`config.mk`:
```
export PLATFORM = sky130hd
export DESIGN_NAME = pw_phase_shift_ctrl_flat
export DESIGN_NICKNAME = d
export VERILOG_FILES = /design/src/rtl/pw_phase_shift_ctrl_if.sv /design/src/rtl/pw_phase_shift_ctrl.sv /design/src/flat_wrapper.sv
export SDC_FILE = /design/constraint.sdc
export NUM_CORES = 1
export LEC_CHECK = 0
export ABC_AREA = 0
export BUFFER_PORTS_ARGS = -buffer_cell sky130_fd_sc_hd__buf_2
export CAP_MARGIN = 20
export CORE_MARGIN = 2
export CORE_UTILIZATION = 58
export CTS_BUF_LIST = sky130_fd_sc_hd__clkbuf_4 sky130_fd_sc_hd__clkbuf_8 sky130_fd_sc_hd__clkbuf_16
export DETAILED_ROUTE_END_ITERATION = 16
export PLACE_DENSITY_LB_ADDON = 0.15
export SETUP_SLACK_MARGIN = 0.3
export SYNTH_ARGS = -nofsm -noshare
export SYNTH_HDL_FRONTEND = slang
export SYNTH_SLANG_ARGS = --single-unit
```
`constraint.sdc`:
```
create_clock -name cwusb_clk -period 3 [get_ports cwusb_clk]
set_clock_uncertainty 0.2 [all_clocks]
set_input_delay 0.45 -clock cwusb_clk [delete_from_list [all_inputs] [get_ports cwusb_clk]]
set_output_delay 0.45 -clock cwusb_clk [all_outputs]
set_load 0.005 [all_outputs]
```
`src/rtl/pw_phase_shift_ctrl_if.sv`:
```
`timescale 1ns/1ps
`default_nettype none
// ============================================================================
// Module  : pw_phase_shift_ctrl_if
// Brief   : Register-block / MMCM phase-shift signal bundle for the sequencer.
// Revision: 1.0 - initial release
// ============================================================================
interface pw_phase_shift_ctrl_if #(
  parameter int pSTEP_WIDTH  = 16,
  parameter int pPHASE_WIDTH = 11
);
  logic                    I_start;
  logic [pSTEP_WIDTH-1:0]  I_steps;
  logic                    I_abort;
  logic                    I_phase_clear;
  logic                    I_locked;
  logic                    I_psdone;
  logic                    O_psen;
  logic                    O_psincdec;
  logic                    O_busy;
  logic                    O_done;
  logic                    O_aborted;
  logic                    O_timeout;
  logic [pSTEP_WIDTH-1:0]  O_remaining;
  logic [pPHASE_WIDTH-1:0] O_phase;

  modport master (
    output I_start, I_steps, I_abort, I_phase_clear, I_locked, I_psdone,
    input  O_psen, O_psincdec, O_busy, O_done, O_aborted, O_timeout,
           O_remaining, O_phase
  );

  modport slave (
    input  I_start, I_steps, I_abort, I_phase_clear, I_locked, I_psdone,
    output O_psen, O_psincdec, O_busy, O_done, O_aborted, O_timeout,
           O_remaining, O_phase
  );
endinterface
`default_nettype wire

```
`src/rtl/pw_phase_shift_ctrl.sv`:
```
`timescale 1ns/1ps
`default_nettype none
// ============================================================================
// Module  : pw_phase_shift_ctrl
// Brief   : MMCM dynamic phase-shift sequencer with phase tracking and timeout.
// Revision: 1.0 - initial release
// ============================================================================
module pw_phase_shift_ctrl #(
  parameter int pSTEP_WIDTH   = 16,
  parameter int pPHASE_PERIOD = 1120,
  parameter int pPHASE_WIDTH  = 11,
  parameter int pTIMEOUT      = 1023
) (
  input wire logic             cwusb_clk,
  input wire logic             reset_n,
  pw_phase_shift_ctrl_if.slave bus
);

  localparam int c_TIMER_W = (pTIMEOUT > 1) ? $clog2(pTIMEOUT + 1) : 1;
  localparam logic [c_TIMER_W-1:0]    c_TIMEOUT   = c_TIMER_W'(pTIMEOUT);
  localparam logic [pPHASE_WIDTH-1:0] c_PHASE_MAX = pPHASE_WIDTH'(pPHASE_PERIOD - 1);
  localparam logic [pSTEP_WIDTH-1:0]  c_STEP_ONE  = pSTEP_WIDTH'(1);

  typedef enum logic [2:0] {
    S_IDLE  = 3'd0,
    S_ISSUE = 3'd1,
    S_WAIT  = 3'd2,
    S_DONE  = 3'd3,
    S_ERR   = 3'd4
  } state_t;

  state_t                  r_state;
  logic [c_TIMER_W-1:0]    r_timer;
  logic                    r_abort_pend;
  logic                    r_psen;
  logic                    r_psincdec;
  logic                    r_busy;
  logic                    r_done;
  logic                    r_aborted;
  logic                    r_timeout;
  logic [pSTEP_WIDTH-1:0]  r_remaining;
  logic [pPHASE_WIDTH-1:0] r_phase;

  logic [pSTEP_WIDTH-1:0]  w_step_mag;
  logic [pSTEP_WIDTH-1:0]  w_rem_next;
  logic [pPHASE_WIDTH-1:0] w_phase_next;
  logic                    w_abort;

  // Two's-complement magnitude; the most negative value maps to 2^(W-1) unsigned.
  assign w_step_mag = bus.I_steps[pSTEP_WIDTH-1] ? (~bus.I_steps + c_STEP_ONE) : bus.I_steps;
  assign w_rem_next = r_remaining - c_STEP_ONE;
  assign w_abort    = r_abort_pend | bus.I_abort;

  always_comb begin
    w_phase_next = r_phase;
    if (r_psincdec) begin
      w_phase_next = (r_phase == c_PHASE_MAX) ? '0 : r_phase + 1'b1;
    end else begin
      w_phase_next = (r_phase == '0) ? c_PHASE_MAX : r_phase - 1'b1;
    end
  end

  always_ff @(posedge cwusb_clk or negedge reset_n) begin
    if (!reset_n) begin
      r_state      <= S_IDLE;
      r_timer      <= '0;
      r_abort_pend <= 1'b0;
      r_psen       <= 1'b0;
      r_psincdec   <= 1'b0;
      r_busy       <= 1'b0;
      r_done       <= 1'b0;
      r_aborted    <= 1'b0;
      r_timeout    <= 1'b0;
      r_remaining  <= '0;
      r_phase      <= '0;
    end else begin
      r_psen <= 1'b0;
      r_done <= 1'b0;
      if (r_busy && bus.I_abort) begin
        r_abort_pend <= 1'b1;
      end
      case (r_state)
        S_IDLE: begin
          if (bus.I_phase_clear) begin
            r_phase <= '0;
          end
          if (bus.I_start) begin
            r_timeout    <= 1'b0;
            r_aborted    <= 1'b0;
            r_abort_pend <= 1'b0;
            if (bus.I_steps == '0) begin
              r_done  <= 1'b1;
              r_state <= S_DONE;
            end else begin
              r_psincdec  <= ~bus.I_steps[pSTEP_WIDTH-1];
              r_remaining <= w_step_mag;
              r_busy      <= 1'b1;
              r_state     <= S_ISSUE;
            end
          end
        end
        S_ISSUE: begin
          if (w_abort) begin
            r_busy    <= 1'b0;
            r_done    <= 1'b1;
            r_aborted <= 1'b1;
            r_state   <= S_DONE;
          end else if (bus.I_locked) begin
            r_psen  <= 1'b1;
            r_timer <= '0;
            r_state <= S_WAIT;
          end
        end
        S_WAIT: begin
          // A psdone arriving on the timeout cycle still counts as a completed step.
          if (bus.I_psdone) begin
            r_phase     <= w_phase_next;
            r_remaining <= w_rem_next;
            if ((w_rem_next == '0) || w_abort) begin
              r_busy    <= 1'b0;
              r_done    <= 1'b1;
              r_aborted <= (w_rem_next != '0);
              r_state   <= S_DONE;
            end else begin
              r_state <= S_ISSUE;
            end
          end else if (r_timer == c_TIMEOUT) begin
            r_busy    <= 1'b0;
            r_timeout <= 1'b1;
            r_state   <= S_ERR;
          end else begin
            r_timer <= r_timer + 1'b1;
          end
        end
        S_DONE: begin
          r_abort_pend <= 1'b0;
          r_state      <= S_IDLE;
        end
        S_ERR: begin
          r_abort_pend <= 1'b0;
          r_state      <= S_IDLE;
        end
        default: begin
          r_state <= S_IDLE;
        end
      endcase
    end
  end

  assign bus.O_psen      = r_psen;
  assign bus.O_psincdec  = r_psincdec;
  assign bus.O_busy      = r_busy;
  assign bus.O_done      = r_done;
  assign bus.O_aborted   = r_aborted;
  assign bus.O_timeout   = r_timeout;
  assign bus.O_remaining = r_remaining;
  assign bus.O_phase     = r_phase;

endmodule
`default_nettype wire

```
`src/flat_wrapper.sv`:
```
// flat-port wrapper written by rule: the top's interface ports become plain ports
module pw_phase_shift_ctrl_flat 
#(
  parameter int pSTEP_WIDTH   = 16,
  parameter int pPHASE_PERIOD = 1120,
  parameter int pPHASE_WIDTH  = 11,
  parameter int pTIMEOUT      = 1023
)
  (cwusb_clk, reset_n, bus_I_start, bus_I_steps, bus_I_abort, bus_I_phase_clear, bus_I_locked, bus_I_psdone, bus_O_psen, bus_O_psincdec, bus_O_busy, bus_O_done, bus_O_aborted, bus_O_timeout, bus_O_remaining, bus_O_phase);
  pw_phase_shift_ctrl_if #(.pSTEP_WIDTH(pSTEP_WIDTH), .pPHASE_WIDTH(pPHASE_WIDTH)) bus_i ();
  input wire logic cwusb_clk;
  input wire logic reset_n;
  input wire logic [$bits(bus_i.I_start)-1:0] bus_I_start;
  input wire logic [$bits(bus_i.I_steps)-1:0] bus_I_steps;
  input wire logic [$bits(bus_i.I_abort)-1:0] bus_I_abort;
  input wire logic [$bits(bus_i.I_phase_clear)-1:0] bus_I_phase_clear;
  input wire logic [$bits(bus_i.I_locked)-1:0] bus_I_locked;
  input wire logic [$bits(bus_i.I_psdone)-1:0] bus_I_psdone;
  output wire logic [$bits(bus_i.O_psen)-1:0] bus_O_psen;
  output wire logic [$bits(bus_i.O_psincdec)-1:0] bus_O_psincdec;
  output wire logic [$bits(bus_i.O_busy)-1:0] bus_O_busy;
  output wire logic [$bits(bus_i.O_done)-1:0] bus_O_done;
  output wire logic [$bits(bus_i.O_aborted)-1:0] bus_O_aborted;
  output wire logic [$bits(bus_i.O_timeout)-1:0] bus_O_timeout;
  output wire logic [$bits(bus_i.O_remaining)-1:0] bus_O_remaining;
  output wire logic [$bits(bus_i.O_phase)-1:0] bus_O_phase;
  assign bus_i.I_start = bus_I_start;
  assign bus_i.I_steps = bus_I_steps;
  assign bus_i.I_abort = bus_I_abort;
  assign bus_i.I_phase_clear = bus_I_phase_clear;
  assign bus_i.I_locked = bus_I_locked;
  assign bus_i.I_psdone = bus_I_psdone;
  assign bus_O_psen = bus_i.O_psen;
  assign bus_O_psincdec = bus_i.O_psincdec;
  assign bus_O_busy = bus_i.O_busy;
  assign bus_O_done = bus_i.O_done;
  assign bus_O_aborted = bus_i.O_aborted;
  assign bus_O_timeout = bus_i.O_timeout;
  assign bus_O_remaining = bus_i.O_remaining;
  assign bus_O_phase = bus_i.O_phase;
  pw_phase_shift_ctrl #(.pSTEP_WIDTH(pSTEP_WIDTH), .pPHASE_PERIOD(pPHASE_PERIOD), .pPHASE_WIDTH(pPHASE_WIDTH), .pTIMEOUT(pTIMEOUT)) u_core (.cwusb_clk(cwusb_clk), .reset_n(reset_n), .bus(bus_i));
endmodule
```
* Word level (Yosys, flattened, before mapping) *
Index checks and enable logic that the tools add are counted.

cells by class
  bitwise operators = 4
  eq/ne operators = 20
  add/sub/neg operators = 5
  mux-type cells = 51
  reductions and logical operators = 19

operators with widths
  operator                                                count
  2-to-1 mux 16 bit                                       4
  2-to-1 mux 11 bit                                       5
  2-to-1 mux 10 bit                                       4
  zero test 16 bit                                        2
  case mux 16 bit (2 select lines)                        1
  2-to-1 mux 1 bit                                        22
  case mux 11 bit (2 select lines)                        1
  case mux 10 bit (2 select lines)                        1
  adder 16 x 1 -> 16 bit (second input constant)          1
  inequality test 2 bit (second input constant)           8
  NOT 16 bit                                              1
  nonzero test 16 bit                                     1
  subtractor 16 x 1 -> 16 bit (second input constant)     1
  2-to-1 mux 3 bit                                        5
  adder 11 x 1 -> 11 bit (second input constant)          1
  == test 11 bit (second input constant)                  1
  zero test 11 bit                                        1
  subtractor 11 x 1 -> 11 bit (second input constant)     1
  adder 10 x 1 -> 10 bit (second input constant)          1
  == test 10 bit (second input constant)                  1
  AND reduction 5 bit                                     2
  inequality test 3 x 2 -> 1 bit (second input constant)  3
  case mux 1 bit (3 select lines)                         3
  case mux 3 bit (3 select lines)                         1
  other kinds (17)                                        27

word-level totals
  flip-flop bits (word level) = 47
  logic and storage cells = 110

* Depth between registers and ports, before layout *
Gate-level depths: netlist (run 1).

  depth in word-level cells = 6
  depth in mapped cells = 8
  mapped depth without buffers = 7

* Worst setup path before layout (run 1) *
Ideal clock, no wire load.

  kind = register -> register
  start point = register u_core.r_remaining[0], in the netlist u_core.bus.O_remaining[0]
  end point = register u_core.r_remaining[14], in the netlist u_core.bus.O_remaining[14]
  required time = 2.713 ns
  buffers on the path = 1
  slack = 0.710 ns
  arrival = 2.003 ns
  cell stages (with the launch flop) = 9
  path through = dfrtp_1 > inv_1 > ha_1 > clkbuf_1 > or3b_2 > nor2_1 > and3_1 > a32oi_1 > o211ai_1

on the way
  word-level cells in the longest chain between the ends = 3

ends and longest elaborated chain
  item                              RTL line                    text
  start, declared                   pw_phase_shift_ctrl.sv:41   logic [pSTEP_WIDTH-1:0] r_remaining;
  start signal, assigned            pw_phase_shift_ctrl.sv:96   r_remaining <= w_step_mag;
  start signal, assigned            pw_phase_shift_ctrl.sv:118  r_remaining <= w_rem_next;
  subtractor 16 x 1 -> 16 bit       pw_phase_shift_ctrl.sv:51   assign w_rem_next = r_remaining - c_STEP_ONE;
  2-to-1 mux 16 bit                 pw_phase_shift_ctrl.sv:116  if (bus.I_psdone) begin
  case mux 16 bit (2 select lines)  pw_phase_shift_ctrl.sv:82   case (r_state)

Every way passes these cells. The select of a mux whose other input is x is not followed.
A chain may end at the register's enable or synchronous reset.

* Final worst setup path (run 1) *
  start point = register u_core.r_remaining[0], in the netlist u_core.bus.O_remaining[0]
  end point = register u_core.r_done, in the netlist u_core.bus.O_done

on the way
  word-level cells in the longest chain between the ends = 6

ends and longest elaborated chain
  item                             RTL line                    text
  subtractor 16 x 1 -> 16 bit      pw_phase_shift_ctrl.sv:51
  zero test 16 bit                 pw_phase_shift_ctrl.sv:119  if ((w_rem_next == '0) || w_abort) begin
  logical OR 1 bit                 pw_phase_shift_ctrl.sv:119
  2-to-1 mux 1 bit                 pw_phase_shift_ctrl.sv:119
  2-to-1 mux 1 bit                 pw_phase_shift_ctrl.sv:116
  case mux 1 bit (3 select lines)  pw_phase_shift_ctrl.sv:82
  end signal, assigned             pw_phase_shift_ctrl.sv:78   r_done <= 1'b0;
  end signal, assigned             pw_phase_shift_ctrl.sv:92   r_done <= 1'b1;
  end signal, assigned             pw_phase_shift_ctrl.sv:121  r_done <= 1'b1;
  end, declared                    pw_phase_shift_ctrl.sv:38   logic r_done;

Every way passes these cells.

==> out/qor.txt, run 1 <==
Post-synth EDFFs - 0
Critical Path Max Stage Delay - 0.71 ns
# DRC - 0
Mapped Nets - 465
Distinct cells, synth - 71
area grow syn2layout - 11.7%
Setup CP Type - reg2reg
global route overflow - 0
Bufs on Longest Clock Path - 2
Synth Cell Area - 3530 µm²
Post-Syn Instances - 436
RSZ-0062 raised after global routing - no
CP endpoint kind - register
crit-path cells - nor4_1 -> nand4_1 -> xnor2_1 -> nor3_1 -> a221o_1
Worst R2R Path Depth - 5
TritonCTS clock tree - yes
# IOs - 56
GP Congestion - 0.926
post-layout util - 67.0%
hold depth - 2
Routed WL per cell - 15.9 µm
Slew HR - 49.6%
HPWL Detailed - 6.44 mm
Post-synth top flop - dfrtp_1
number of nets in the layout - 509
register area - 1180 µm²
latest clock arrival within the worst-skew pair - 0.30 ns
max_cap viols - 0
Tmin final - 2.55 ns
Setup TNS - 0 ns
min-delay src - u_core.bus.O_timeout$_DFFE_PN0P_
std cell rows - 28
DR vias/cell - 6.38
Leak Pwr - 1.66 nW
vias in the first global route - 3182
Max Fclk - 393 MHz
FILL cells - 524
CP Max Fanout - 11
largest net degree at the start of global routing - 35
Seq/Total Area, Yosys - 33.3%
global-route wire length before repair - 14.8 mm
Post-DRT Antenna Nets - 0
final max-slew violation count - 0
Routed WL - 8.80 mm
R2R Setup Slk - 0.45 ns
maximum vdd drop - 0.460 mV
starting density of the core - 60.0%
via count - 3543
ant diodes - 0
H-tree levels - 2
Clock Pin Slew Worst Setup and Hold Paths - 0.09 ns
layout cell share with drive strength beyond 1 - 17.5%
status - complete, no violations
GRT Total Usage - 27.8%
worst min path class - reg2reg
fin crit share - 84.9%
Die Height - 82.0 µm
Synth Register Bits - 47
Pwr Total - 3.51 mW
Port-buffer cells - 55
clock sink count - 47
Post-synth ARST share - 100%
crit path DAT - 2.54 ns
CP required - 2.99 ns
Hold Vio Cnt, Final - 0
Worst Tran Pin Value - 0.750 ns
DRT iter0 DRCs - 310
area occupied by multi-input gates - 2170 µm²
Core Region - 5890 µm²
initial antenna violation count - 0
Critical Path Slowest Stage Cell - nor4_1
final setup violation count - 0
die area - 6730 µm²
YS warnings - 0
Critical R2R Launch - u_core.bus.O_remaining[0]$_DFFE_PN0P_
die extent in x - 82.0 µm
mean post-synth cell area - 8.10 µm²
CTS Buf Count - 5
crit path to - u_core.bus.O_done$_DFF_PN0_
crit path launch - u_core.bus.O_remaining[0]$_DFFE_PN0P_
first-pass iteration count of the detailed router - 5
CTS Root Cell - clkbuf_8
Worst setup SP type - register
Cell Pwr Density - 888 nW/µm²
reg2reg end - u_core.bus.O_done$_DFF_PN0_
## critical path, delay by kind of cell (launching register included)
| family | cells | cell delay, ns |
|---|---|---|
| compound gates | 1 | 0.34 |
| xor+xnor | 1 | 0.34 |
| flops | 1 | 0.49 |
| simple gates | 3 | 1.07 |
## worst min path at each step
stage / to / slack, ns
floorplan: u_core.bus.O_aborted$_DFFE_PN0P_ / -0.05
global placement: u_core.bus.O_phase[6]$_DFFE_PN0P_ / 0.17
detailed placement: u_core.bus.O_phase[6]$_DFFE_PN0P_ / 0.17
CTS: u_core.bus.O_done$_DFF_PN0_ / 0.29
global route: u_core.bus.O_done$_DFF_PN0_ / 0.31
finish: u_core.bus.O_timeout$_DFFE_PN0P_ / 0.31
## metrics by stage
step | area, µm² | worst slack, ns | cells | hold slack, ns
floorplan | 3530 | 0.710 | 436 | -0.0456
global placement | 3830 | 0.510 | 547 | 0.173
detailed placement | 3830 | 0.444 | 547 | 0.171
CTS | 3950 | 0.465 | 555 | 0.294
global route | 3950 | 0.316 | 555 | 0.310
finish | 3950 | 0.454 | 555 | 0.307
## metal layers
metal	routed length, µm	global-route usage, %	vias up
met5	0	0	-
met4	85	7.83	0
met3	516	4.18	12
met2	4240	45.0	138
met1	3950	38.7	1659
li1	-	-	1734
## power by group
group,switching (mW),internal [mW]
logic,0.966,0.720
clock network,0.216,0.254
registers,0.469,0.881
total,1.65,1.85
## placed cells by master (no fill, tap or decap), types with 7 or more instances in the layout
| cell type | instances |
|---|---|
| nor4_1 | 13 |
| xor2_1 | 8 |
| or3_1 | 9 |
| a31oi_1 | 9 |
| or4_1 | 9 |
| inv_1 | 17 |
| o21ai_0 | 45 |
| nor2_1 | 28 |
| nand2_1 | 28 |
| o31ai_1 | 7 |
| a21oi_1 | 34 |
| nor3_1 | 17 |
| nand2b_1 | 8 |
| nand3_1 | 18 |
| dfrtp_1 | 46 |
| buf_2 | 55 |
## cells in the mapped netlist (9+ instances only)
cell type | count | area share, %
a21oi_1 | 34 | 4.8
a31oi_1 | 9 | 1.6
buf_2 | 11 | 1.6
clkbuf_1 | 11 | 1.2
dfrtp_1 | 47 | 33
inv_1 | 17 | 1.8
nand2_1 | 28 | 3.0
nand3_1 | 18 | 2.6
nor2_1 | 29 | 3.1
nor3_1 | 17 | 2.4
nor4_1 | 13 | 2.3
o21ai_0 | 45 | 6.4
or3_1 | 9 | 1.6
or4_1 | 9 | 1.9
## flip-flops by register name, indices dropped and copies added (netlist names)
signal,cells
u_core.bus.O_psen,1
u_core.bus.O_remaining,16
u_core.r_timer,10
u_core.bus.O_aborted,1
u_core.bus.O_timeout,1
u_core.bus.O_busy,1
u_core.bus.O_phase,11
u_core.r_abort_pend,1
u_core.bus.O_done,1
u_core.bus.O_psincdec,1
u_core.r_state,3
## cell type report
type,instances,share of cell area (%)
clock buffer,6,1.93
sequential,47,29.8
clock inverter,1,0.761
multi-input combinational,346,55.1
tap,75,2.38
inverter,19,1.81
timing repair buffer,61,8.18
## timing repair
action,4_1_cts,5_1_grt
endpoints found under the hold margin,13,0
endpoints found under the setup margin,0,2
resized for setup,0,1
setup buffers,0,0
hold buffers,1,0
## cell families after synthesis
group	synth area share, %
fa+ha+maj	2.13
mux	1.45
compound gates	26.4
simple gates	28.1
buf+inv	5.21
flops	33.3
xor+xnor	3.47
No activity file was read; power rests on OpenSTA's default activity.
==> run 2, diff against run 1 <==
--- a/config.mk
+++ b/config.mk
@@ -9,7 +9,7 @@
 export BUFFER_PORTS_ARGS = -buffer_cell sky130_fd_sc_hd__buf_2
 export CAP_MARGIN = 20
 export CORE_MARGIN = 2
-export CORE_UTILIZATION = 58
+export CORE_UTILIZATION = 52
 export CTS_BUF_LIST = sky130_fd_sc_hd__clkbuf_4 sky130_fd_sc_hd__clkbuf_8 sky130_fd_sc_hd__clkbuf_16
 export DETAILED_ROUTE_END_ITERATION = 16
 export PLACE_DENSITY_LB_ADDON = 0.15
==> constraint.sdc (replaced) <==
create_clock -name cwusb_clk -period 2.17 [get_ports cwusb_clk]
set_clock_uncertainty 0.2 [all_clocks]
set_input_delay 0.3255 -clock cwusb_clk [delete_from_list [all_inputs] [get_ports cwusb_clk]]
set_output_delay 0.3255 -clock cwusb_clk [all_outputs]
set_load 0.005 [all_outputs]
==> run 2 against run 1 <==
The run now ends with negative setup slack left. Largest cell class unchanged. Flip-flop and latch count is the same. Wire length is 32% higher. Combinational power grew to 2.6 times the previous value. Worst hold slack lost 0.14 ns. Via count rose by 16%. Critical path depth unchanged. Register-to-register slack got worse by 0.47 ns. Total power up 94%. Global-route usage up 1.9 points.
==> out/qor.txt, run 2 (synthesis gave the netlist of run 1 again) <==
Core Region - 6680 µm² (+14%)
Setup TNS - -0.0123 ns (-0.0123 ns)
global-route wire length before repair - 18.1 mm (+22%)
status - finished with violations
commonest non-fill, non-tap cell in the layout - buf_4
Slew HR - 68.4% (+19 points)
# DRC - 0 (unchanged)
layout cell share with drive strength beyond 1 - 45.1% (+28 points)
GRT Total Usage - 29.7% (+1.9 points)
final setup violation count - 1 (+1)
max reg flops - 16 (unchanged)
Routed WL - 11.6 mm (+32%)
Worst Tran Pin Value - 0.474 ns (-0.275 ns)
initial antenna violation count - 0 (unchanged)
max_cap viols - 0 (unchanged)
std cell rows - 30 (+7.1%)
Port-buffer cells - 55 (unchanged)
RSZ-0062 raised after global routing - yes
HPWL Detailed - 7.59 mm (+18%)
starting density of the core - 52.9% (-7.1 points)
GP Congestion - 0.905 (-2.3%)
Max Fclk - 458 MHz (+17%)
TritonCTS clock tree - yes
maximum vdd drop - 0.564 mV (+23%)
number of nets in the layout - 597 (+17%)
FILL cells - 437 (-17%)
Cell Pwr Density - 1310 nW/µm² (+48%)
WHS - 0.167 ns (-0.140 ns)
H-tree levels - 2 (unchanged)
Critical Path Slowest Stage Cell - or4_4
via count - 4118 (+16%)
crit path launch - u_core.bus.O_remaining[5]$_DFFE_PN0P_
Clock Pin Slew Worst Setup and Hold Paths - 0.10 ns (about the same)
fin crit share - 101% (+16 points)
Critical R2R Launch - u_core.bus.O_remaining[5]$_DFFE_PN0P_
CTS Buf Count - 5 (unchanged)
Pwr Total - 6.81 mW (+94%)
global route overflow - 0 (unchanged)
CP endpoint kind - register
ant diodes - 0 (unchanged)
largest net degree at the start of global routing - 32 (-8.6%)
final max-slew violation count - 0 (unchanged)
failing checks - negative setup slack
clock sink count - 47 (unchanged)
DP Area - 4430 µm² (+16%)
crit path DAT - 2.18 ns (-0.36 ns)
Routed WL per cell - 17.9 µm (+13%)
Worst setup SP type - register
die extent in x - 86.4 µm (+5.3%)
DR vias/cell - 6.35 (-0.45%)
Setup CP Type - reg2reg
CP Max Fanout - 3 (-8)
Die Height - 86.4 µm (+5.3%)
fin area - 5190 µm² (+31%)
Critical Path Max Stage Delay - 0.56 ns (-0.15 ns)
die area - 7470 µm² (+11%)
most frequent cells in the layout - buf_4 (74), buf_2 (55), dfrtp_1 (39)
Post-DRT Antenna Nets - 0 (unchanged)
# IOs - 56 (unchanged)
CP required - 2.16 ns (-0.83 ns)
CTS Root Cell - clkbuf_8
DRT iter0 DRCs - 394 (+27%)
first-pass iteration count of the detailed router - 5 (unchanged)
worst min path class - in2reg
Leak Pwr - 2.20 nW (+33%)
layer with the highest usage - met2
min-delay src - bus_I_steps[13]
vias in the first global route - 3881 (+22%)
area grow syn2layout - 46.9%
final setup margin - -0.0123 ns (-0.466 ns)
met1 Use GR - 36.8% (-1.9 points)
Hold Vio Cnt, Final - 0 (unchanged)
crit-path cells - or4_4 -> or3_4 -> nand3_2 -> nor3_2 -> a221o_1
latest clock arrival within the worst-skew pair - 0.31 ns (about the same)
Bufs on Longest Clock Path - 2 (unchanged)
met3 Usage GRT - 4.38% (+0.21 points)
Tmin final - 2.18 ns (-0.364 ns)
GR Util met2 - 52.3% (+7.3 points)
-- run 2: changes by cell type in the layout (fill, tap and decap cells not counted), sizes merged --
| cell | change |
|---|---|
| a2111o | +1 |
| clkbuf | -1 |
| buf | +87 |
| clkinvlp | +1 |
-- run 2: what timing repair did --
| action | CTS | global route |
|---|---|---|
| endpoints found under the hold margin | 17 | 0 |
| gates cloned | 2 | 0 |
| setup endpoints to repair | 40 | 42 |
| hold buffers | 1 | 0 |
| pin swaps | 28 | 16 |
| setup buffers | 23 | 7 |
| resized for setup | 59 | 43 |
-- run 2: routing by layer --
metal	share of wire, %	vias to the layer above
met2	51	204
li1	-	1933
met5	0	-
met4	2.3	0
met3	7.2	28
met1	39	1953
-- run 2: layout make-up --
class / count / area (µm²) / share of cell area [%]
Clock buffer: 5 / 68.8 / 1.33
Sequential cell: 47 / 1190 / 22.9
Clock inverter: 2 / 37.5 / 0.723
Tap cell: 80 / 100 / 1.93
Inverter: 19 / 72.6 / 1.40
Timing Repair Buffer: 148 / 1060 / 20.4
Multi-Input combinational cell: 347 / 2670 / 51.4
-- run 2: worst paths after layout --
check	endpoint	slack (ns)	cells after the start
min in group asynchronous	u_core.bus.O_phase[7]$_DFFE_PN0P_	0.29	2
worst max register to register	u_core.bus.O_done$_DFF_PN0_	-0.01	5
worst min register to register	u_core.bus.O_timeout$_DFFE_PN0P_	0.31	2
max in group asynchronous	u_core.r_state[0]$_DFFE_PN0P_	0.86	3
worst max-delay path	u_core.bus.O_done$_DFF_PN0_	-0.01	5
worst min-delay path	u_core.bus.O_remaining[13]$_DFFE_PN0P_	0.17	3
-- run 2: power by group --
part	total, mW	leakage (nW)	switching, mW	internal [mW]
clock	0.668	0.0502	0.331	0.338
combinational	4.42	1.56	2.31	2.10
sequential	1.73	0.592	0.493	1.23
-- run 2: stage by stage --
stage | worst slack [ns] | instances | util [%]
finish | -0.0123 | 648 | 77.7
global route | -0.173 | 648 | 77.7
CTS | -0.00693 | 641 | 74.0
detailed placement | -0.0477 | 608 | 66.3
global placement | 0.0160 | 608 | 66.3
floorplan | 0.0479 | 436 | -
-- run 2: critical path: cells and delay by family (launching register included) --
| family | cells | cell delay [ns] |
|---|---|---|
| DFF | 1 | 0.44 |
| AOI/OAI and AO/OA | 1 | 0.33 |
| and+or+nand+nor | 4 | 1.10 |
==> run 3, diff against run 2 <==
--- a/config.mk
+++ b/config.mk
@@ -13,7 +13,7 @@
 export CTS_BUF_LIST = sky130_fd_sc_hd__clkbuf_4 sky130_fd_sc_hd__clkbuf_8 sky130_fd_sc_hd__clkbuf_16
 export DETAILED_ROUTE_END_ITERATION = 16
 export PLACE_DENSITY_LB_ADDON = 0.15
-export SETUP_SLACK_MARGIN = 0.3
+export SETUP_SLACK_MARGIN = 0.05
 export SYNTH_ARGS = -nofsm -noshare
 export SYNTH_HDL_FRONTEND = slang
 export SYNTH_SLANG_ARGS = --single-unit
==> run 3 against run 2 <==
The flow still finishes with violations (negative setup slack). Worst hold slack better by 0.00096 ns. Fmax decreased by 1.5%. Clock-buffer cell count up 1. Largest power group unchanged. Critical endpoint is now u_core.r_state[1]$_DFFE_PN0P_. Combinational power shrank 10%. Setup slack worse by 0.033 ns. Clock power fell by 17%. Utilization decreased by 3.9 points. Design area shrank 5.1%. Total power fell by 9.0%.
==> out/qor.txt, run 3 (synthesis gave the netlist of run 1 again) <==
status - finished with violations
failing checks - negative setup slack
Critical Path Slowest Stage Cell - or4_1
CP Max Fanout - 4 (+1)
crit-path cells - nor4_2 -> buf_4 -> nand4_1 -> xnor2_2 -> or4_1 -> a21oi_1
min-delay src - bus_I_abort
CTS Root Cell - clkbuf_8
GP Congestion - 0.927 (+2.4%)
die area - 7470 µm² (unchanged)
Critical R2R Launch - u_core.bus.O_remaining[3]$_DFFE_PN0P_
latest clock arrival within the worst-skew pair - 0.30 ns (about the same)
largest net degree at the start of global routing - 32 (unchanged)
Pwr Total - 6.20 mW (-9.0%)
max reg flops - 16 (unchanged)
max_cap viols - 0 (unchanged)
Slew HR - 67.4% (-0.96 points)
global route overflow - 0 (unchanged)
via count - 4070 (-1.2%)
Tmin final - 2.22 ns (+0.0331 ns)
Port-buffer cells - 55 (unchanged)
# DRC - 0 (unchanged)
DRT iter0 DRCs - 246 (-38%)
GRT Total Usage - 28.7% (-0.99 points)
Routed WL per cell - 16.8 µm (-6.1%)
RSZ-0062 raised after global routing - yes
Core Region - 6680 µm² (unchanged)
Leak Pwr - 2.17 nW (-1.5%)
first-pass iteration count of the detailed router - 5 (unchanged)
WHS - 0.168 ns (+0.000958 ns)
WP buf/inv - 1 (+1)
Worst setup SP type - register
starting density of the core - 52.9% (unchanged)
die extent in x - 86.4 µm (unchanged)
std cell rows - 30 (unchanged)
FILL cells - 506 (+16%)
worst min path class - in2reg
fin area - 4930 µm² (-5.1%)
Post-DRT Antenna Nets - 0 (unchanged)
sw frac - 45.3% (-0.82 points)
final max-slew violation count - 0 (unchanged)
DP Area - 4440 µm² (+0.34%)
Setup CP Type - reg2reg
ant diodes - 0 (unchanged)
number of nets in the layout - 600 (+0.50%)
Combinational Power Share - 64.3% (-0.5 points)
Worst R2R Path Depth - 6 (+1)
area grow syn2layout - 39.5%
Bufs on Longest Clock Path - 2 (unchanged)
Net Sw Power - 2.80 mW (-11%)
Die Height - 86.4 µm (unchanged)
Clock Pin Slew Worst Setup and Hold Paths - 0.09 ns (about the same)
final setup violation count - 2 (+1)
Clock Power Share - 8.9% (-0.9 points)
HPWL Detailed - 7.70 mm (+1.5%)
global-route wire length before repair - 17.5 mm (-3.1%)
Sequential Power Share - 26.8% (+1.5 points)
Critical Path Max Stage Delay - 0.51 ns (-0.05 ns)
crit path DAT - 2.25 ns (+0.07 ns)
maximum vdd drop - 0.524 mV (-7.0%)
layout cell share with drive strength beyond 1 - 38.5% (-6.5 points)
hold endpoint - u_core.r_abort_pend$_DFF_PN0_
# IOs - 56 (unchanged)
final setup margin - -0.0454 ns (-0.0331 ns)
CP required - 2.20 ns (+0.04 ns)
CTS Buf Count - 5 (unchanged)
R2R Setup Slk - -0.05 ns (-0.03 ns)
CP top delay family - simple AND/OR/NAND/NOR gates
Hold Vio Cnt, Final - 0 (unchanged)
Routed WL - 10.9 mm (-5.7%)
CP endpoint kind - register
initial antenna violation count - 0 (unchanged)
Max Fclk - 451 MHz (-1.5%)
commonest non-fill, non-tap cell in the layout - buf_4
Worst Tran Pin Value - 0.489 ns (+0.0144 ns)
DR vias/cell - 6.25 (-1.6%)
Pint - 3.39 mW (-7.6%)
H-tree levels - 2 (unchanged)
vias in the first global route - 3796 (-2.2%)
hold depth - 3 (unchanged)
Setup TNS - -0.0761 ns (-0.0637 ns)
reg2reg end - u_core.r_state[1]$_DFFE_PN0P_
CP Depth - 6 (+1)
clock sink count - 47 (unchanged)
fin crit share - 102% (+1.5 points)
most frequent cells in the layout - buf_4 (88), buf_2 (57), o21ai_0 (43)
TritonCTS clock tree - yes
Cell Pwr Density - 1260 nW/µm² (-4.2%)
## run 3: changes by cell type in the layout (fill, tap and decap cells not counted), moves of 6 or more
| cell | delta |
|---|---|
| o21ai_0 | +16 |
| buf_4 | +14 |
| buf_6 | -13 |
| o21ai_1 | -10 |
| a21oi_1 | +6 |
| o21ai_2 | -6 |
## run 3: through the flow
stage / util (%) / instances / setup slack, ns
6_report: 73.7 / 651 / -0.0454
5_1_grt: 73.7 / 651 / -0.0862
2_1_floorplan: - / 436 / 0.0296
3_3_place_gp: 66.5 / 626 / -0.00990
4_1_cts: 69.5 / 642 / 0.00901
3_5_place_dp: 66.5 / 626 / -0.0340
## run 3: how the worst max path moves through the flow
stage                                               start                                      to  slack, ns
floorplan           u_core.bus.O_remaining[1]$_DFFE_PN0P_  u_core.bus.O_remaining[14]$_DFFE_PN0P_       0.03
global placement    u_core.bus.O_remaining[5]$_DFFE_PN0P_           u_core.r_state[1]$_DFFE_PN0P_      -0.01
detailed placement  u_core.bus.O_remaining[5]$_DFFE_PN0P_           u_core.r_state[1]$_DFFE_PN0P_      -0.03
CTS                 u_core.bus.O_remaining[3]$_DFFE_PN0P_           u_core.r_state[1]$_DFFE_PN0P_      0.009
global route        u_core.bus.O_remaining[3]$_DFFE_PN0P_           u_core.r_state[1]$_DFFE_PN0P_      -0.09
finish              u_core.bus.O_remaining[3]$_DFFE_PN0P_           u_core.r_state[1]$_DFFE_PN0P_      -0.05
## run 3: final cells by class
type / count / area, µm² / share of cell area (%)
Multi-Input combinational cell: 347 / 2450 / 49.7
Clock buffer: 6 / 82.6 / 1.68
Clock inverter: 1 / 5.00 / 0.102
Tap cell: 80 / 100 / 2.03
Sequential cell: 47 / 1180 / 24.0
Timing Repair Buffer: 151 / 1030 / 21.0
Inverter: 19 / 71.3 / 1.45
## run 3: timing repair
action                     CTS  global route
hold endpoints to repair    16             0
pin swaps                    6            19
setup buffers                7             7
setup endpoints to repair   14            31
hold buffers                 1             0
cloned                       1             2
resized for setup            9            47
## run 3: power groups by stage
| stage | logic, mW | clock network [mW] | registers (mW) |
|---|---|---|---|
| final | 3.98 | 0.552 | 1.66 |
| after CTS | 3.48 | 0.558 | 1.62 |
| after detailed placement | 3.29 | 0 | 1.64 |
| after floorplan | 1.89 | 0 | 1.61 |
| after global placement | 3.22 | 0 | 1.63 |
| after global routing | 4.38 | 0.595 | 1.69 |
## run 3: worst register-to-register path, cell delays in order, from the launching register on
cell and delay, ns:
dfrtp_2 0.44, nor4_2 0.31, buf_4 0.18, nand4_1 0.13, xnor2_2 0.22, or4_1 0.51
a21oi_1 0.16
## run 3: metal layers
layer / vias to the layer above / global-route usage [%] / share of wire, %
li1: 1940 / - / -
met1: 1957 / 36.6 / 42
met2: 150 / 49.8 / 51
met3: 23 / 3.52 / 5.2
met4: 0 / 10.9 / 2.2
met5: - / 0 / 0
